**src/rtl/ram_dma_if.sv**
```systemverilog
// ram_dma_if: control, status and RAM-side signals of the ram_dma block-transfer engine.
// slave is the engine side; master is the initiator/RAM side that drives requests and q.
interface ram_dma_if #(
  parameter int unsigned W = 32
);
  logic         start;
  logic         op;
  logic [W-1:0] src;
  logic [W-1:0] dst;
  logic [W-1:0] len;
  logic [W-1:0] fill_data;
  logic         abort;
  logic         busy;
  logic         done;
  logic [W-1:0] count;
  logic [W-1:0] rd_adrs;
  logic [W-1:0] wr_adrs;
  logic [W-1:0] wr_data;
  logic         wr_en;
  logic [W-1:0] q;

  modport slave (
    input  start, op, src, dst, len, fill_data, abort, q,
    output busy, done, count, rd_adrs, wr_adrs, wr_data, wr_en
  );

  modport master (
    output start, op, src, dst, len, fill_data, abort, q,
    input  busy, done, count, rd_adrs, wr_adrs, wr_data, wr_en
  );
endinterface

```
**src/rtl/ram_dma.sv**
```systemverilog
// ram_dma: word-per-cycle copy/fill engine driving the write port and one read port
// of the dual-port RAM. Optional fill mode is built only when RAM_DMA_FILL_EN is defined;
// without it op/fill_data are ignored and every transfer is a copy.
`ifndef B_WORD
`define B_WORD 32
`endif
`ifndef N_RAM
`define N_RAM 256
`endif

module ram_dma #(
  parameter int unsigned N_RAM_P = `N_RAM,
  parameter int unsigned W       = `B_WORD
) (
  input  logic     clk_cpu,
  input  logic     reset,
  ram_dma_if.slave bus
);

  localparam logic [W-1:0] DEPTH    = W'(N_RAM_P);
  localparam logic [W-1:0] LAST_PTR = W'(N_RAM_P - 1);

  typedef enum logic [1:0] {
    S_IDLE = 2'd0,
    S_RUN  = 2'd1,
    S_DONE = 2'd2
  } state_e;

  state_e       state_q, state_d;
  logic [W-1:0] src_ptr_q, src_ptr_d;
  logic [W-1:0] dst_ptr_q, dst_ptr_d;
  logic [W-1:0] remain_q, remain_d;
  logic [W-1:0] count_q, count_d;

`ifdef RAM_DMA_FILL_EN
  logic         op_q, op_d;
  logic [W-1:0] fill_q, fill_d;
`else
  logic         unused_fill;
  assign unused_fill = ^{bus.op, bus.fill_data};
`endif

  // Pointer advance with wrap at the top of the RAM.
  function automatic logic [W-1:0] ptr_inc(input logic [W-1:0] p);
    if (p == LAST_PTR) return '0;
    return p + W'(1);
  endfunction

  // State and datapath registers; reset drops any transfer in flight.
  always_ff @(posedge clk_cpu or posedge reset) begin
    if (reset) begin
      state_q   <= S_IDLE;
      src_ptr_q <= '0;
      dst_ptr_q <= '0;
      remain_q  <= '0;
      count_q   <= '0;
`ifdef RAM_DMA_FILL_EN
      op_q      <= 1'b0;
      fill_q    <= '0;
`endif
    end else begin
      state_q   <= state_d;
      src_ptr_q <= src_ptr_d;
      dst_ptr_q <= dst_ptr_d;
      remain_q  <= remain_d;
      count_q   <= count_d;
`ifdef RAM_DMA_FILL_EN
      op_q      <= op_d;
      fill_q    <= fill_d;
`endif
    end
  end

  // Next-state, register updates and RAM-side outputs.
  always_comb begin
    state_d     = state_q;
    src_ptr_d   = src_ptr_q;
    dst_ptr_d   = dst_ptr_q;
    remain_d    = remain_q;
    count_d     = count_q;
`ifdef RAM_DMA_FILL_EN
    op_d        = op_q;
    fill_d      = fill_q;
`endif
    bus.busy    = 1'b0;
    bus.done    = 1'b0;
    bus.wr_en   = 1'b0;
    bus.rd_adrs = '0;
    bus.wr_adrs = '0;
    bus.wr_data = '0;
    bus.count   = count_q;

    case (state_q)
      S_IDLE: begin
        if (bus.start) begin
          src_ptr_d = bus.src % DEPTH;
          dst_ptr_d = bus.dst % DEPTH;
          remain_d  = bus.len;
          count_d   = '0;
`ifdef RAM_DMA_FILL_EN
          op_d      = bus.op;
          fill_d    = bus.fill_data;
`endif
          state_d   = (bus.len == '0) ? S_DONE : S_RUN;
        end
      end

      S_RUN: begin
        bus.busy    = 1'b1;
        bus.wr_en   = 1'b1;
        bus.rd_adrs = src_ptr_q;
        bus.wr_adrs = dst_ptr_q;
`ifdef RAM_DMA_FILL_EN
        bus.wr_data = op_q ? fill_q : bus.q;
`else
        bus.wr_data = bus.q;
`endif
        src_ptr_d = ptr_inc(src_ptr_q);
        dst_ptr_d = ptr_inc(dst_ptr_q);
        count_d   = count_q + W'(1);
        remain_d  = remain_q - W'(1);
        // The write in this cycle always commits; abort only cuts the tail.
        if (remain_q == W'(1) || bus.abort) state_d = S_DONE;
      end

      S_DONE: begin
        bus.done = 1'b1;
        state_d  = S_IDLE;
      end

      default: state_d = S_IDLE;
    endcase
  end

endmodule
```
**src/flat_wrapper.sv**
```systemverilog
// flat-port wrapper written by rule: the top's interface ports become plain ports
module ram_dma_flat 
#(
  parameter int unsigned N_RAM_P = `N_RAM,
  parameter int unsigned W       = `B_WORD
)
  (clk_cpu, reset, bus_start, bus_op, bus_src, bus_dst, bus_len, bus_fill_data, bus_abort, bus_q, bus_busy, bus_done, bus_count, bus_rd_adrs, bus_wr_adrs, bus_wr_data, bus_wr_en);
  ram_dma_if #(.W(W)) bus_i ();
  input  logic clk_cpu;
  input  logic reset;
  input wire logic [$bits(bus_i.start)-1:0] bus_start;
  input wire logic [$bits(bus_i.op)-1:0] bus_op;
  input wire logic [$bits(bus_i.src)-1:0] bus_src;
  input wire logic [$bits(bus_i.dst)-1:0] bus_dst;
  input wire logic [$bits(bus_i.len)-1:0] bus_len;
  input wire logic [$bits(bus_i.fill_data)-1:0] bus_fill_data;
  input wire logic [$bits(bus_i.abort)-1:0] bus_abort;
  input wire logic [$bits(bus_i.q)-1:0] bus_q;
  output wire logic [$bits(bus_i.busy)-1:0] bus_busy;
  output wire logic [$bits(bus_i.done)-1:0] bus_done;
  output wire logic [$bits(bus_i.count)-1:0] bus_count;
  output wire logic [$bits(bus_i.rd_adrs)-1:0] bus_rd_adrs;
  output wire logic [$bits(bus_i.wr_adrs)-1:0] bus_wr_adrs;
  output wire logic [$bits(bus_i.wr_data)-1:0] bus_wr_data;
  output wire logic [$bits(bus_i.wr_en)-1:0] bus_wr_en;
  assign bus_i.start = bus_start;
  assign bus_i.op = bus_op;
  assign bus_i.src = bus_src;
  assign bus_i.dst = bus_dst;
  assign bus_i.len = bus_len;
  assign bus_i.fill_data = bus_fill_data;
  assign bus_i.abort = bus_abort;
  assign bus_i.q = bus_q;
  assign bus_busy = bus_i.busy;
  assign bus_done = bus_i.done;
  assign bus_count = bus_i.count;
  assign bus_rd_adrs = bus_i.rd_adrs;
  assign bus_wr_adrs = bus_i.wr_adrs;
  assign bus_wr_data = bus_i.wr_data;
  assign bus_wr_en = bus_i.wr_en;
  ram_dma #(.N_RAM_P(N_RAM_P), .W(W)) u_core (.clk_cpu(clk_cpu), .reset(reset), .bus(bus_i));
endmodule
```
**config.mk**
```make
export PLATFORM = sky130hd
export DESIGN_NAME = ram_dma_flat
export DESIGN_NICKNAME = d
export VERILOG_FILES = /design/src/rtl/ram_dma_if.sv /design/src/rtl/ram_dma.sv /design/src/flat_wrapper.sv
export SDC_FILE = /design/constraint.sdc
export NUM_CORES = 1
export LEC_CHECK = 0
export ABC_CLOCK_PERIOD_IN_PS = 11500
export CAP_MARGIN = 20
export CORE_UTILIZATION = 50
export CTS_BUF_LIST = sky130_fd_sc_hd__clkbuf_4 sky130_fd_sc_hd__clkbuf_8
export DETAILED_ROUTE_END_ITERATION = 10
export GPL_ROUTABILITY_DRIVEN = 0
export PLACE_DENSITY = 0.88
export SYNTH_ARGS = -nofsm -noshare
export SYNTH_HDL_FRONTEND = slang
export SYNTH_SLANG_ARGS = --single-unit
```
**constraint.sdc**
```tcl
create_clock -name clk_cpu -period 11.5 [get_ports clk_cpu]
set_input_delay 2.875 -clock clk_cpu [delete_from_list [all_inputs] [get_ports clk_cpu]]
set_output_delay 2.875 -clock clk_cpu [all_outputs]
set_load 0.1 [all_outputs]
```
==> flow_results.org <==
** Yosys
- Counting flops with a built-in enable in the synthesized netlist gives 0.
- Library cell with the highest instance count after synthesis :: dfrtp_1
- In the synthesized netlist the async set-or-reset flop fraction comes to 1.000.
- Summed over all instances, the cell type with the most area after synthesis is dfrtp_1.
- Total standard cell area after synthesis :: 0.008164 mm²
- Warning count from the yosys run :: 0
- By area the synthesized netlist is led by dfrtp_1, and2_1, nand2_1.
- Synth top cells by count :: dfrtp_1, and2_1, nand2_1
- Yosys mapped the design onto 68 distinct sky130hd cell types.
- A synthesized cell averages 8.451 µm².
- Synthesis produced 966 cells.
- Counting every net in the synthesized netlist gives 1136.
- For this run, the leading register cell type out of synthesis is dfrtp_1.
- The share of synthesized area in the top cell type comes to 0.3985.
- Sequential fraction of the synthesis area :: 0.3985
- In this run, synthesis produced a sequential element count of 130.

** Critical path
- Gate family responsible for the most delay along the worst path :: buffers and inverters
- For this design, the slowest cell found on the critical path is clkdlybuf4s50_1.
- Delay of the slowest cell on the worst path :: 1140 ps
- The worst setup path is of the primary input to output port kind.
- Buffers & Inverters on Critical Path :: 2
- Along the worst path, the maximum fanout reaches 1.
- Critical path, cell by cell :: clkdlybuf4s50_1, and2_1, clkdlybuf4s50_1
- The critical path crosses 3 cells after its start point.
- Element type at the critical path start :: primary input
- Measured in cells, the most critical reg-to-reg path has a length of 7.
- At the worst endpoint, the required time is 8630 ps.
- For the worst setup path, the data arrival time is 4640 ps.
- Worst path most repeated cell :: clkdlybuf4s50_1
- STA classifies the critical path endpoint as an output port.

** Place
- Prior to clock tree synthesis, the placed netlist has a worst setup slack of 3974 ps.
- Detailed placement finished with a half-perimeter wire length of 16550 µm.
- Placed cells :: 1347
- Buffers placed on the I/O ports in this run total 214.

** Floorplan
- Core Region :: 0.01589 mm²
- The die is 129.8 µm wide.
- For this configuration, the core starts out at a cell density of 0.5139.
- The die is 129.8 µm tall.
- Row Count :: 46
- Die Area :: 0.01684 mm²
- For this design the top-level I/O count stands at 296.

** Clocking
- CTS tree :: done
- Setup Buffers After CTS :: 0
- Gates resized, CTS repair :: 0
- Skew-Pair Late Insertion Delay :: 460 ps
- CTS H-tree lvls :: 4
- Clock-pin slew was measured on the worst setup and hold paths at 70 ps.
- Sink count of the clock tree :: 130
- Total of hold buffers inserted after clock tree synthesis :: 0
- CTS Root Cell :: clkbuf_8
- Counting along the longest clock path gives a buffer depth of 2.
- CTS buffer count :: 17

** GRT
- Pin count of the biggest net entering global routing :: 99
- Wire length of the first global-routing pass :: 40500 µm
- For this run, the total global-route usage over all layers was measured as 0.3061.
- Number of antenna violations at the first check in global routing :: 0
- Residual overflow from global routing :: 0
- The via count of the first global-routing pass is 8076.

** STA
- The final hold violation count came to 0.
- Final Worst Setup Slack :: 3987 ps
- Setup violations remaining at the end of the flow were counted as 0.
- For the pin with the worst max-slew slack, the measured transition is 1089 ps.
- The number of pins with negative max-slew slack in the final report came to 0.
- Of the available clock period, the critical path in the final layout requires 0.6533.
- Setup TNS :: 0 ps
- After layout, the minimum clock period comes to 7513 ps.
- Relative slew margins :: 0.2742
- Setup repair after global routing left no endpoint under its margin.
- Layout Skew :: 16.20 ps
- Derived from the worst setup path, the maximum achievable clock frequency is 0.1331 GHz.

** Routing
- Detail Route Antenna Nets :: 0
- Dividing the detail-routed via count by the number of cells gives 6.289.
- Wires add up to 25110 µm.
- Total DRC errors in the routed layout :: 0
- Drt first pass iters :: 7
- Iteration-0 DRC count of the detailed router :: 895
- Wire length per cell after detailed routing :: 18.22 µm
- The routed layout has 8666 vias.

** Pwr
- Leakage :: 4.117 nW
- Total power after layout :: 2.995 mW
- The worst-case IR drop observed on VDD is 0.0002035 V.
- In this run the power density over the cells is 277.5 mW/mm².

** Cells and area
- Of the cells placed in the final design, the portion with a size suffix greater than 1 is 0.05766.
- At the end of the flow, the number of nets in the layout was 1321.
- Leaving out filler cells and counting taps, the final layout contains 1378.
- Relative to the synthesized area, the layout overhead comes to 32.20%.
- Count of inserted antenna diode cells :: 0

** Outcome
- Result of the run :: finished clean

** Flow run
- Number of max-cap violations :: 0

** Hold path
- Class of the most critical hold timing path :: flop to flop
- Along the worst hold path, the cell count comes to 1.
## area by class of cell
cell class	count	area, µm²
fill	1318	5092
multi-input combinational	753	4573
sequential	130	3253
timing repair buffer	227	2240
clock buffer	25	319.1
tap	216	270.3
inverter	22	85.08
clock inverter	5	52.55
## layout by cell type (no fill, tap or decap), drive strengths merged, types with 25 or more instances in the layout
cell type / netlist / layout
nor4: 35 / 35
nand2: 78 / 78
nand4: 30 / 30
a21oi: 56 / 56
clkbuf: 52 / 25
nor3: 29 / 29
dfrtp: 130 / 130
a31oi: 28 / 28
clkdlybuf4s50: 0 / 214
o22ai: 25 / 25
nand3: 37 / 37
nor2: 74 / 74
o21ai: 56 / 56
and2: 91 / 91
## worst paths after layout
| check | startpoint | endpoint | slack [ps] |
|---|---|---|---|
| worst min-delay path | u_core.bus.count[20] | u_core.bus.count[20] | 510 |
| worst max-delay path | bus_q[31] | bus_wr_data[31] | 3990 |
| worst max register to register | u_core.state_q[1] | u_core.dst_ptr_q[24] | 8030 |
| max in group asynchronous | reset | u_core.bus.count[7] | 7200 |
| min in group asynchronous | reset | u_core.src_ptr_q[13] | 2950 |
| worst min register to register | u_core.bus.count[20] | u_core.bus.count[20] | 510 |
## flip-flops by register name, summed over array words and instances (netlist names)
signal,flops
u_core.src_ptr_q,32
u_core.remain_q,32
u_core.bus.count,32
u_core.state_q,2
u_core.dst_ptr_q,32
## power by group
part           leakage, nW  internal, mW  switching [mW]
registers             1.70         0.586           0.183
logic                 2.22         0.498            1.35
clock network        0.195         0.200           0.181
total                 4.12          1.28            1.71
## per-layer routing
layer,GRT usage,share of wire,up-vias
met4,0.1293,0.026,0
met5,0,0,-
met2,0.4898,0.47,453
met3,0.05863,0.077,50
met1,0.4072,0.42,4193
li1,-,-,3970
## stage by stage
step / instance area, µm² / utilization / hold slack (ps)
6_report: 10790 / 0.6794 / 507.3
5_1_grt: 10790 / 0.6794 / 541.9
4_1_cts: 10790 / 0.6790 / 511.1
3_5_place_dp: 10410 / 0.6556 / 500.6
3_3_place_gp: 10410 / 0.6556 / 486.8
2_1_floorplan: 8164 / - / 461.5
## cells by family after synthesis
group                      synth area share
AOI/OAI and AO/OA                    0.2023
DFF                                  0.3985
xor gates and xnor gates            0.01716
muxes                               0.01962
and+or+nand+nor                      0.3114
adders and majority gates          0.007663
buffers and inverters               0.04337
Note: power is estimated with default switching activity, not from simulation.
